File: src/rtl/alu_sequencer.sv
// Instruction-issuing front end for the 8-bit ALU: 4 x 8-bit register file,
// LOADI/ALU/STORE/NOP decode, fixed ALU settle window and result handshake.
module alu_sequencer #(
  parameter int         ALU_LAT = 1,
  parameter logic [3:0] IDLE_OP = 4'h0,
  parameter int         NREG    = 4
) (
  input  logic        clk,
  input  logic        reset,
  input  logic        instr_valid,
  output logic        instr_ready,
  input  logic [15:0] instr,
  output logic [3:0]  alu_op,
  output logic [7:0]  alu_a,
  output logic [7:0]  alu_b,
  input  logic [7:0]  alu_result,
  output logic        res_valid,
  input  logic        res_ready,
  output logic [7:0]  res_data,
  output logic        busy
);

  localparam int CW = (ALU_LAT > 1) ? $clog2(ALU_LAT) : 1;
  localparam logic [CW-1:0] LAT_M1 = CW'(ALU_LAT - 1);

  localparam logic [1:0] KIND_ALU   = 2'b00;
  localparam logic [1:0] KIND_LOADI = 2'b01;
  localparam logic [1:0] KIND_STORE = 2'b10;

  typedef enum logic [1:0] {IDLE = 2'd0, EXEC = 2'd1, OUT = 2'd2} state_t;

  state_t        state_r;
  state_t        next_state_s;
  logic [7:0]    regs_r [NREG];
  logic [1:0]    rd_r;
  logic [CW-1:0] cnt_r;
  logic [3:0]    alu_op_r;
  logic [7:0]    alu_a_r;
  logic [7:0]    alu_b_r;
  logic          res_valid_r;
  logic [7:0]    res_data_r;
  logic          accept_s;
  logic [1:0]    kind_s;

  assign kind_s      = instr[15:14];
  assign instr_ready = (state_r == IDLE);
  assign busy        = (state_r != IDLE);
  assign accept_s    = instr_valid & instr_ready;
  assign alu_op      = alu_op_r;
  assign alu_a       = alu_a_r;
  assign alu_b       = alu_b_r;
  assign res_valid   = res_valid_r;
  assign res_data    = res_data_r;

  // State register
  always_ff @(posedge clk or negedge reset) begin
    if (!reset) begin
      state_r <= IDLE;
    end else begin
      state_r <= next_state_s;
    end
  end

  // Next-state decode
  always_comb begin
    next_state_s = state_r;
    case (state_r)
      IDLE: begin
        if (accept_s) begin
          case (kind_s)
            KIND_ALU:   next_state_s = EXEC;
            KIND_STORE: next_state_s = OUT;
            default:    next_state_s = IDLE;
          endcase
        end else begin
          next_state_s = IDLE;
        end
      end
      EXEC: begin
        if (cnt_r == {CW{1'b0}}) begin
          next_state_s = IDLE;
        end else begin
          next_state_s = EXEC;
        end
      end
      OUT: begin
        if (res_ready) begin
          next_state_s = IDLE;
        end else begin
          next_state_s = OUT;
        end
      end
      default: next_state_s = IDLE;
    endcase
  end

  // Register file, ALU drive registers and result port; operands read pre-write values
  always_ff @(posedge clk or negedge reset) begin
    if (!reset) begin
      for (int i = 0; i < NREG; i++) begin
        regs_r[i] <= 8'h00;
      end
      rd_r        <= 2'd0;
      cnt_r       <= {CW{1'b0}};
      alu_op_r    <= IDLE_OP;
      alu_a_r     <= 8'h00;
      alu_b_r     <= 8'h00;
      res_valid_r <= 1'b0;
      res_data_r  <= 8'h00;
    end else begin
      case (state_r)
        IDLE: begin
          if (accept_s) begin
            case (kind_s)
              KIND_ALU: begin
                alu_op_r <= instr[13:10];
                alu_a_r  <= regs_r[instr[7:6]];
                alu_b_r  <= regs_r[instr[5:4]];
                rd_r     <= instr[9:8];
                cnt_r    <= LAT_M1;
              end
              KIND_LOADI: regs_r[instr[9:8]] <= instr[7:0];
              KIND_STORE: begin
                res_data_r  <= regs_r[instr[7:6]];
                res_valid_r <= 1'b1;
              end
              default: ;
            endcase
          end
        end
        EXEC: begin
          if (cnt_r == {CW{1'b0}}) begin
            regs_r[rd_r] <= alu_result;
            alu_op_r     <= IDLE_OP;
            alu_a_r      <= 8'h00;
            alu_b_r      <= 8'h00;
          end else begin
            cnt_r <= cnt_r - CW'(1);
          end
        end
        OUT: begin
          if (res_ready) begin
            res_valid_r <= 1'b0;
          end
        end
        default: ;
      endcase
    end
  end

endmodule
File: config.mk
export PLATFORM = sky130hd
export DESIGN_NAME = alu_sequencer
export DESIGN_NICKNAME = d
export VERILOG_FILES = /design/src/rtl/alu_sequencer.sv
export SDC_FILE = /design/constraint.sdc
export NUM_CORES = 1
export LEC_CHECK = 0
export BUFFER_PORTS_ARGS = -buffer_cell sky130_fd_sc_hd__buf_2
export CORE_UTILIZATION = 39
export CTS_CLUSTER_DIAMETER = 120
export DETAILED_ROUTE_END_ITERATION = 10
export SKIP_LAST_GASP = 1
export SLEW_MARGIN = 20
export SYNTH_ARGS = -nofsm -noshare
export SYNTH_HDL_FRONTEND = slang
export SYNTH_SLANG_ARGS = --single-unit
File: constraint.sdc
create_clock -name clk -period 2.41 [get_ports clk]
set_clock_uncertainty 0.05 [all_clocks]
set_input_delay 0.241 -clock clk [delete_from_list [all_inputs] [get_ports clk]]
set_output_delay 0.241 -clock clk [all_outputs]
set_load 0.1 [all_outputs]
==> impl_metrics.toml, run 1 <==
[pwr]
leakage_nw = 1.70
cellPowerDensity_nw_per_um2 = 1160
peakVddDrop_mv = 0.351
total_power_mw = 4.53

[worst_setup_path]
startpoint_type = "flop"
crit_path_max_fanout = 39
critPathRequiredTime_ns = 2.56
end_kind = "flop"
crit_arrival_ns = 2.05
worstSetupPathType = "flop to flop"

[global_route]
grt_pass1_vias = 2455
grt_usage = 0.214
grt_overflow = 0
grt_pass1_wl_mm = 13.7
grt_max_degree = 40
antenna_found_initial = 0

[yosys]
yosysSeqAreaShare = 0.502
synth_fp_nets = 288
synth_warnings = 0
synth_mux_area_frac = 0.146
synth.most_common_cell = "dfrtp_1"
synth-edff-count = 0
syn_area_um2 = 3240
syn_area_per_cell_um2 = 12.5
dominantRegCellSynth = "dfrtp_1"
synthCells = 260
synth_compound_area_frac = 0.216
synth_top_family_by_area = "compound AO/OA/AOI/OAI gates"
synth.top_cells.by_count = "65 x dfrtp_1, 43 x nand2_1, 33 x a22oi_1, 32 x o2bb2ai_1, 21 x o21ai_0"
yosys.area.top_type = "dfrtp_1"
synth_xor_area_frac = 0
ys_ff_latch = 65
synth_top_area_frac = 0.502
synth-async-reset-ratio = 1.00
synth_area_leaders = "dfrtp_1 50%, mux4_2 11%, o2bb2ai_1 8.7%"
synthSimpleGateAreaFrac = 0.103
yosys.area_share.adder = 0
ys_types = 23

[drt]
ant_nets = 0
totalWireLength_mm = 8.37
drt_iter0_markers = 155
viasPerCell = 5.65
wl_per_cell_um = 19.4
post-route-drc-count = 0
dr.pass1.iters = 4
num_vias = 2439

[cells_and_area]
final_area_um2 = 3900
nNetsFinal = 353
syn2layout_area_growth_pct = 20.5
antenna_cells = 0
final_layout_size_suffix_gt1_frac = 0.385

[cts]
clk_path_buf_depth = 2
htree_levels = 3
clock_latency_ns = 0.34
numCtsBuffers = 9
cts-root-buf = "clkbuf_8"
cts.clk_slew.worst_paths_ns = 0.08
postCtsHoldBufs = 1
clkSinkCount = 65
cts_resized = 0
cts_tree = "built"
postCtsSetupBuffers = 0

[floorplan]
dieWidth_um = 93.1
coreArea_um2 = 7890
die_area_um2 = 8670
ios = 59
row_count = 32
start_util = 0.411
die_y_um = 93.1

[sta]
setup_viol = 0
fin_crit_ns = 1.90
min_period_over_period = 0.788
fin_hold_ws_ns = 0.0592
worst_pin_slew_ns = 0.547
hold_viol = 0
finalWorstSetupSlack_ns = 0.511
fmax_mhz = 527
rsz0062_at_grt = "no"
finalMaxSlewViolations = 0
setup_tns_ns = 0
slew_headroom = 0.635

[outcome]
outcome = "complete, no violations"

[place]
gp_congestion = 0.756
place_area_um2 = 3670
io_buffer_count = 58
post-place-ws_ns = 0.505
dp_hpwl_mm = 5.60

[min_path]
hold_path.class = "primary input to flop"

[job]
maxCapViolations = 0
## state kept, by name, indices dropped and copies added (netlist names)
| register | flops |
|---|---|
| state_r | 2 |
| res_valid | 1 |
| regs_r | 32 |
| res_data | 8 |
| alu_a | 8 |
| alu_b | 8 |
| rd_r | 2 |
| alu_op | 4 |
## area by class of cell
class / instances / area, µm²
inverter: 1 / 3.75
timing repair buffer: 73 / 405
fill: 730 / 3990
sequential: 65 / 1630
clock inverter: 6 / 92.6
clock buffer: 10 / 128
tap: 102 / 128
multi-input combinational: 175 / 1520
## worst paths after layout
check | from | to | slack (ns) | depth (start not counted)
min in group asynchronous | reset | alu_a[0] | 0.31 | 2
min | instr[10] | alu_op[0] | 0.06 | 3
max in group asynchronous | reset | regs_r[29] | 1.30 | 3
max reg2reg | state_r[1] | alu_a[5] | 0.51 | 4
min reg2reg | res_data[7] | res_data[7] | 0.46 | 1
max | state_r[1] | alu_a[5] | 0.51 | 4
## layer usage
metal | routed length [µm] | share of wire | GRT usage | vias to the layer above
li1 | - | - | - | 1140
met1 | 3990 | 0.48 | 0.316 | 1202
met2 | 3650 | 0.44 | 0.303 | 89
met3 | 648 | 0.077 | 0.0577 | 8
met4 | 78 | 0.0093 | 0.0744 | 0
met5 | 0 | 0 | 0 | -
## where the power goes
group	internal (mW)	total, mW	switching [mW]
combinational	0.491	1.87	1.38
sequential	1.40	1.63	0.226
clock	0.586	1.03	0.440
total	2.48	4.53	2.05
## cells by family after synthesis
| family | after synthesis |
|---|---|
| AOI/OAI and AO/OA | 90 |
| DFF | 65 |
| and+or+nand+nor | 59 |
| muxes | 26 |
| buffers and inverters | 20 |
## through the flow
step	instances	utilization
after floorplan	260	-
after global placement	415	0.466
after detailed placement	415	0.466
after CTS	432	0.495
after global routing	432	0.495
final	432	0.495
## placed cells by master (no fill, tap or decap), drive strengths merged
cell,instances
o2bb2ai,32
nor3b,4
o21ai,21
a22oi,33
clkinvlp,2
nand2,43
and3,2
or2b,1
nor2,2
nor4b,1
dlygate4sd3,1
inv,1
clkinv,2
mux4,16
nor3,2
buf,72
clkbuf,10
nor4bb,1
mux2,10
o22ai,4
nand2b,1
nor2b,2
bufinv,2
dfrtp,65
## worst max-delay path, cell delays in order (launching register included)
cell	delay (ns)
dfrtp_1	0.47
nor4b_1	0.37
nor2b_2	0.32
buf_4	0.37
o21ai_0	0.17
Note: power is estimated with default switching activity, not from simulation.
==> run 2, diff against run 1 <==
- clock period: 2.41 -> 1.8 ns (I/O delays scaled with it)
==> impl_metrics.toml, run 2 (same netlist as run 1, synthesis figures left out) <==
[sta]
finalMaxSlewViolations = 0
worst_pin_slew_ns = 0.492
min_period_over_period = 0.954
hold_viol = 0
fin_crit_ns = 1.72
fmax_mhz = 582
slew_headroom = 0.674
finalWorstSetupSlack_ns = 0.0827
setup_tns_ns = 0
setup_viol = 0
rsz0062_at_grt = "yes"

[place]
dp_hpwl_mm = 5.36
place_area_um2 = 3770
gp_congestion = 0.782
io_buffer_count = 58
post-place-ws_ns = 0.0638

[global_route]
grt_pass1_vias = 2536
grt_usage = 0.201
grt_max_degree = 66
met3_usage = 0.0488
antenna_found_initial = 0
grt_overflow = 0
gr-usage-met2 = 0.305
grt_pass1_wl_mm = 13.1
busiest_layer = "met2"
use_met1 = 0.278

[floorplan]
ios = 59
dieWidth_um = 93.1
start_util = 0.411
die_area_um2 = 8670
row_count = 32
coreArea_um2 = 7890
die_y_um = 93.1

[cts]
htree_levels = 3
clkSinkCount = 65
cts-root-buf = "clkbuf_8"
clock_latency_ns = 0.35
cts.clk_slew.worst_paths_ns = 0.07
clk_path_buf_depth = 2
numCtsBuffers = 9
cts_tree = "built"
postCtsSetupBuffers = 0

[drt]
totalWireLength_mm = 8.17
num_vias = 2472
drt_iter0_markers = 141
dr.pass1.iters = 4
wl_per_cell_um = 18.5
post-route-drc-count = 0
ant_nets = 0
viasPerCell = 5.59

[worst_setup_path]
critPathRequiredTime_ns = 1.98
startpoint_type = "flop"
crit_arrival_ns = 1.89
r2r-start = "state_r[1]"
r2r_end = "regs_r[28]"
crit_path_max_fanout = 9
end_kind = "flop"
reg2reg_depth = 6
reg2reg_setup_slack_ns = 0.08
worstSetupPathType = "flop to flop"

[outcome]
outcome = "complete, no violations"

[pwr]
intPower_mw = 3.49
leakage_nw = 1.78
pwr-share-seq = 0.349
cellPowerDensity_nw_per_um2 = 1530
swShare = 0.441
p_switching_mw = 2.75
clock_power_share = 0.243
peakVddDrop_mv = 0.722
combinationalPowerShare = 0.408

[min_path]
hold_path.class = "primary input to flop"
holdPathStages = 3
worstHoldStart = "res_ready"
hold_end = "state_r[1]"

[cells_and_area]
top_register = "regs_r"
final_layout_size_suffix_gt1_frac = 0.397
final_common_cell = "dfrtp_1"
final.fill_count = 712
antenna_cells = 0
regArea_um2 = 1630
syn2layout_area_growth_pct = 25.9
multi_input_area_um2 = 1540
final_area_um2 = 4080
largest_register_ffs = 32
final_cell_mix = "65 x dfrtp_1, 58 x buf_2, 43 x nand2_1, 33 x a22oi_1, 32 x o2bb2ai_1"
nNetsFinal = 363

[job]
maxCapViolations = 0
[run 2: stage by stage]
step | utilization | instances | hold WS, ns | total power [mW]
final | 0.517 | 442 | 0.0614 | 6.24
after global routing | 0.517 | 442 | 0.0934 | 6.49
after CTS | 0.515 | 442 | 0.0442 | 6.28
after detailed placement | 0.478 | 421 | 0.179 | 4.74
after global placement | 0.478 | 421 | 0.178 | 4.70
after floorplan | - | 260 | -0.166 | 4.20
[run 2: power by group through the flow]
stage | logic [mW] | clock network (mW) | registers, mW
4_1_cts | 2.55 | 1.55 | 2.18
6_report | 2.55 | 1.52 | 2.18
3_3_place_gp | 2.52 | 0 | 2.18
2_1_floorplan | 0.746 | 0 | 3.45
5_1_grt | 2.66 | 1.59 | 2.23
3_5_place_dp | 2.55 | 0 | 2.20
[run 2: cell type report]
class                      instances  share of cell area
tap                              102              0.0313
multi-input combinational        175               0.377
inverter                           1            0.000920
timing repair buffer              83               0.133
sequential                        65               0.399
clock inverter                     6              0.0282
clock buffer                      10              0.0313
[run 2: worst max path at each step]
| stage | cells past startpoint | slack (ns) | from | endpoint |
|---|---|---|---|---|
| after floorplan | 2 | 0.05 | state_r[0] | busy |
| after global placement | 4 | 0.13 | state_r[0] | rd_r[0] |
| after detailed placement | 5 | 0.06 | state_r[0] | alu_b[2] |
| after CTS | 5 | 0.06 | state_r[0] | alu_b[2] |
| after global routing | 6 | -0.008 | state_r[1] | regs_r[28] |
| final | 6 | 0.08 | state_r[1] | regs_r[28] |
[run 2: metal layers]
| metal | up-vias | share of wire |
|---|---|---|
| li1 | 1154 | - |
| met1 | 1225 | 0.46 |
| met2 | 85 | 0.46 |
| met3 | 8 | 0.068 |
| met4 | 0 | 0.0093 |
| met5 | - | 0 |
[run 2: critical path, cell delays in order (launching register included)]
cell	delay, ns
dfrtp_1	0.45
nor2b_1	0.11
buf_12	0.16
nor3_4	0.37
o22ai_2	0.11
buf_4	0.20
o2bb2ai_1	0.14
[run 2: timing repair]
item / 4_1_cts / 5_1_grt
hold endpoints to repair: 69 / 0
hold buffers: 5 / 0
setup endpoints to repair: 0 / 25
gates resized for setup: 0 / 3
==> run 3, diff against run 2 <==
- PLACE_DENSITY: default -> 0.56
==> impl_metrics.toml, run 3 (same netlist as run 1, synthesis figures left out) <==
[outcome]
outcome = "complete, no violations"

[floorplan]
ios = 59
dieWidth_um = 93.1
row_count = 32
coreArea_um2 = 7890
start_util = 0.411
die_area_um2 = 8670
die_y_um = 93.1

[cells_and_area]
final_area_um2 = 4050
top_register = "regs_r"
final_layout_size_suffix_gt1_frac = 0.393
syn2layout_area_growth_pct = 25.0
final_cell_mix = "65 x dfrtp_1, 58 x buf_2, 43 x nand2_1, 33 x a22oi_1, 32 x o2bb2ai_1"
nNetsFinal = 361
antenna_cells = 0
multi_input_area_um2 = 1540
post-route-util = 0.513
final.fill_count = 738
largest_register_ffs = 32
regArea_um2 = 1630
final_common_cell = "dfrtp_1"

[worst_setup_path]
r2r-start = "state_r[0]"
reg2reg_setup_slack_ns = 0.07
critPathBufInv = 2
worst_path_max_delay_cell = "o22ai_2"
slowest_delay_ns = 0.50
reg2reg_depth = 5
crit_chain = "nor2b_1 -> buf_4 -> buf_4 -> o22ai_2 -> o2bb2ai_1"
startpoint_type = "flop"
crit_top_cell = "buf_4"
critPathTopFamily = "compound AO/OA/AOI/OAI gates"
crit_arrival_ns = 1.94
critPathRequiredTime_ns = 2.01
crit_path_max_fanout = 8
end_kind = "flop"
worstSetupPathType = "flop to flop"
setup.worst_path.end = "regs_r[12]"
worstSetupStartpoint = "state_r[0]"
worst-path-stages = 5
r2r_end = "regs_r[12]"

[sta]
finalMaxSlewViolations = 0
setup_tns_ns = 0
fmax_mhz = 577
min_period_over_period = 0.964
slew_headroom = 0.620
setup_viol = 0
worst_pin_slew_ns = 0.569
hold_viol = 0
fin_hold_ws_ns = 0.0727
rsz0062_at_grt = "no"
fin_crit_ns = 1.73

[global_route]
grt_overflow = 0
grt_pass1_vias = 2492
grt_pass1_wl_mm = 13.4
grt_usage = 0.207
antenna_found_initial = 0
grt_max_degree = 66

[cts]
cts.clk_slew.worst_paths_ns = 0.07
numCtsBuffers = 9
clock_latency_ns = 0.34
cts_tree = "built"
clk_path_buf_depth = 2
cts-root-buf = "clkbuf_8"
htree_levels = 3
clkSinkCount = 65

[place]
io_buffer_count = 58
place_area_um2 = 3740
dp_hpwl_mm = 5.43
gp_congestion = 0.785

[pwr]
cellPowerDensity_nw_per_um2 = 1540
combinationalPowerShare = 0.409
clock_power_share = 0.244
pwr-share-seq = 0.347
swShare = 0.440
total_power_mw = 6.22
leakage_nw = 1.77
intPower_mw = 3.48
peakVddDrop_mv = 0.501
p_switching_mw = 2.74

[drt]
ant_nets = 0
dr.pass1.iters = 5
viasPerCell = 5.64
drt_iter0_markers = 132
wl_per_cell_um = 18.8
totalWireLength_mm = 8.28
post-route-drc-count = 0
num_vias = 2480

[job]
maxCapViolations = 0

[min_path]
hold_path.class = "primary input to flop"
worstHoldStart = "res_ready"
run 3: changes by cell type in the layout (fill, tap and decap cells not counted):
cell and delta:
buf_12 -1, clkinvlp_4 +1, clkinv_4 -1, buf_4 -1
run 3: through the flow:
stage | setup slack, ns | cells
6_report | 0.0656 | 440
5_1_grt | 0.0382 | 440
3_3_place_gp | 0.121 | 419
2_1_floorplan | 0.0482 | 260
4_1_cts | 0.0978 | 440
3_5_place_dp | 0.121 | 419
run 3: layer usage:
metal	GRT usage	vias up	part of all wire
met5	0	-	0
li1	-	1156	-
met3	0.0463	12	0.062
met4	0.0769	0	0.014
met2	0.311	90	0.45
met1	0.294	1222	0.48
run 3: final cells by class:
class | instances | area share
clock inverters | 6 | 0.0281
multi-input cells | 175 | 0.380
flip-flops and latches | 65 | 0.402
inverters | 1 | 0.000927
repair buffers | 81 | 0.127
clock buffers | 10 | 0.0315
well taps | 102 | 0.0315
run 3: how the worst min path moves through the flow:
stage / slack [ns] / to / depth (start not counted)
floorplan: -0.17 / alu_a[0] / 0
global placement: 0.18 / alu_op[0] / 2
global route: 0.08 / state_r[1] / 3
detailed placement: 0.17 / alu_op[0] / 2
CTS: 0.05 / state_r[1] / 3
finish: 0.07 / state_r[1] / 3
run 3: repair_timing:
| action | CTS | global route |
|---|---|---|
| endpoints found under the setup margin | 0 | 15 |
| hold buffers | 5 | 0 |
| buffers inserted | 0 | 0 |
| resized for setup | 0 | 3 |
| endpoints found under the hold margin | 69 | 0 |
run 3: worst min-delay path, stage by stage:
cell and delay [ns]:
buf_2 0.09, or2b_1 0.09, a22oi_1 0.06
run 3: power by group through the flow:
| stage | combinational [mW] | clock (mW) | sequential (mW) |
|---|---|---|---|
| floorplan | 0.746 | 0 | 3.45 |
| global placement | 2.52 | 0 | 2.18 |
| detailed placement | 2.54 | 0 | 2.18 |
| CTS | 2.55 | 1.56 | 2.16 |
| global route | 2.66 | 1.63 | 2.22 |
| finish | 2.54 | 1.52 | 2.16 |
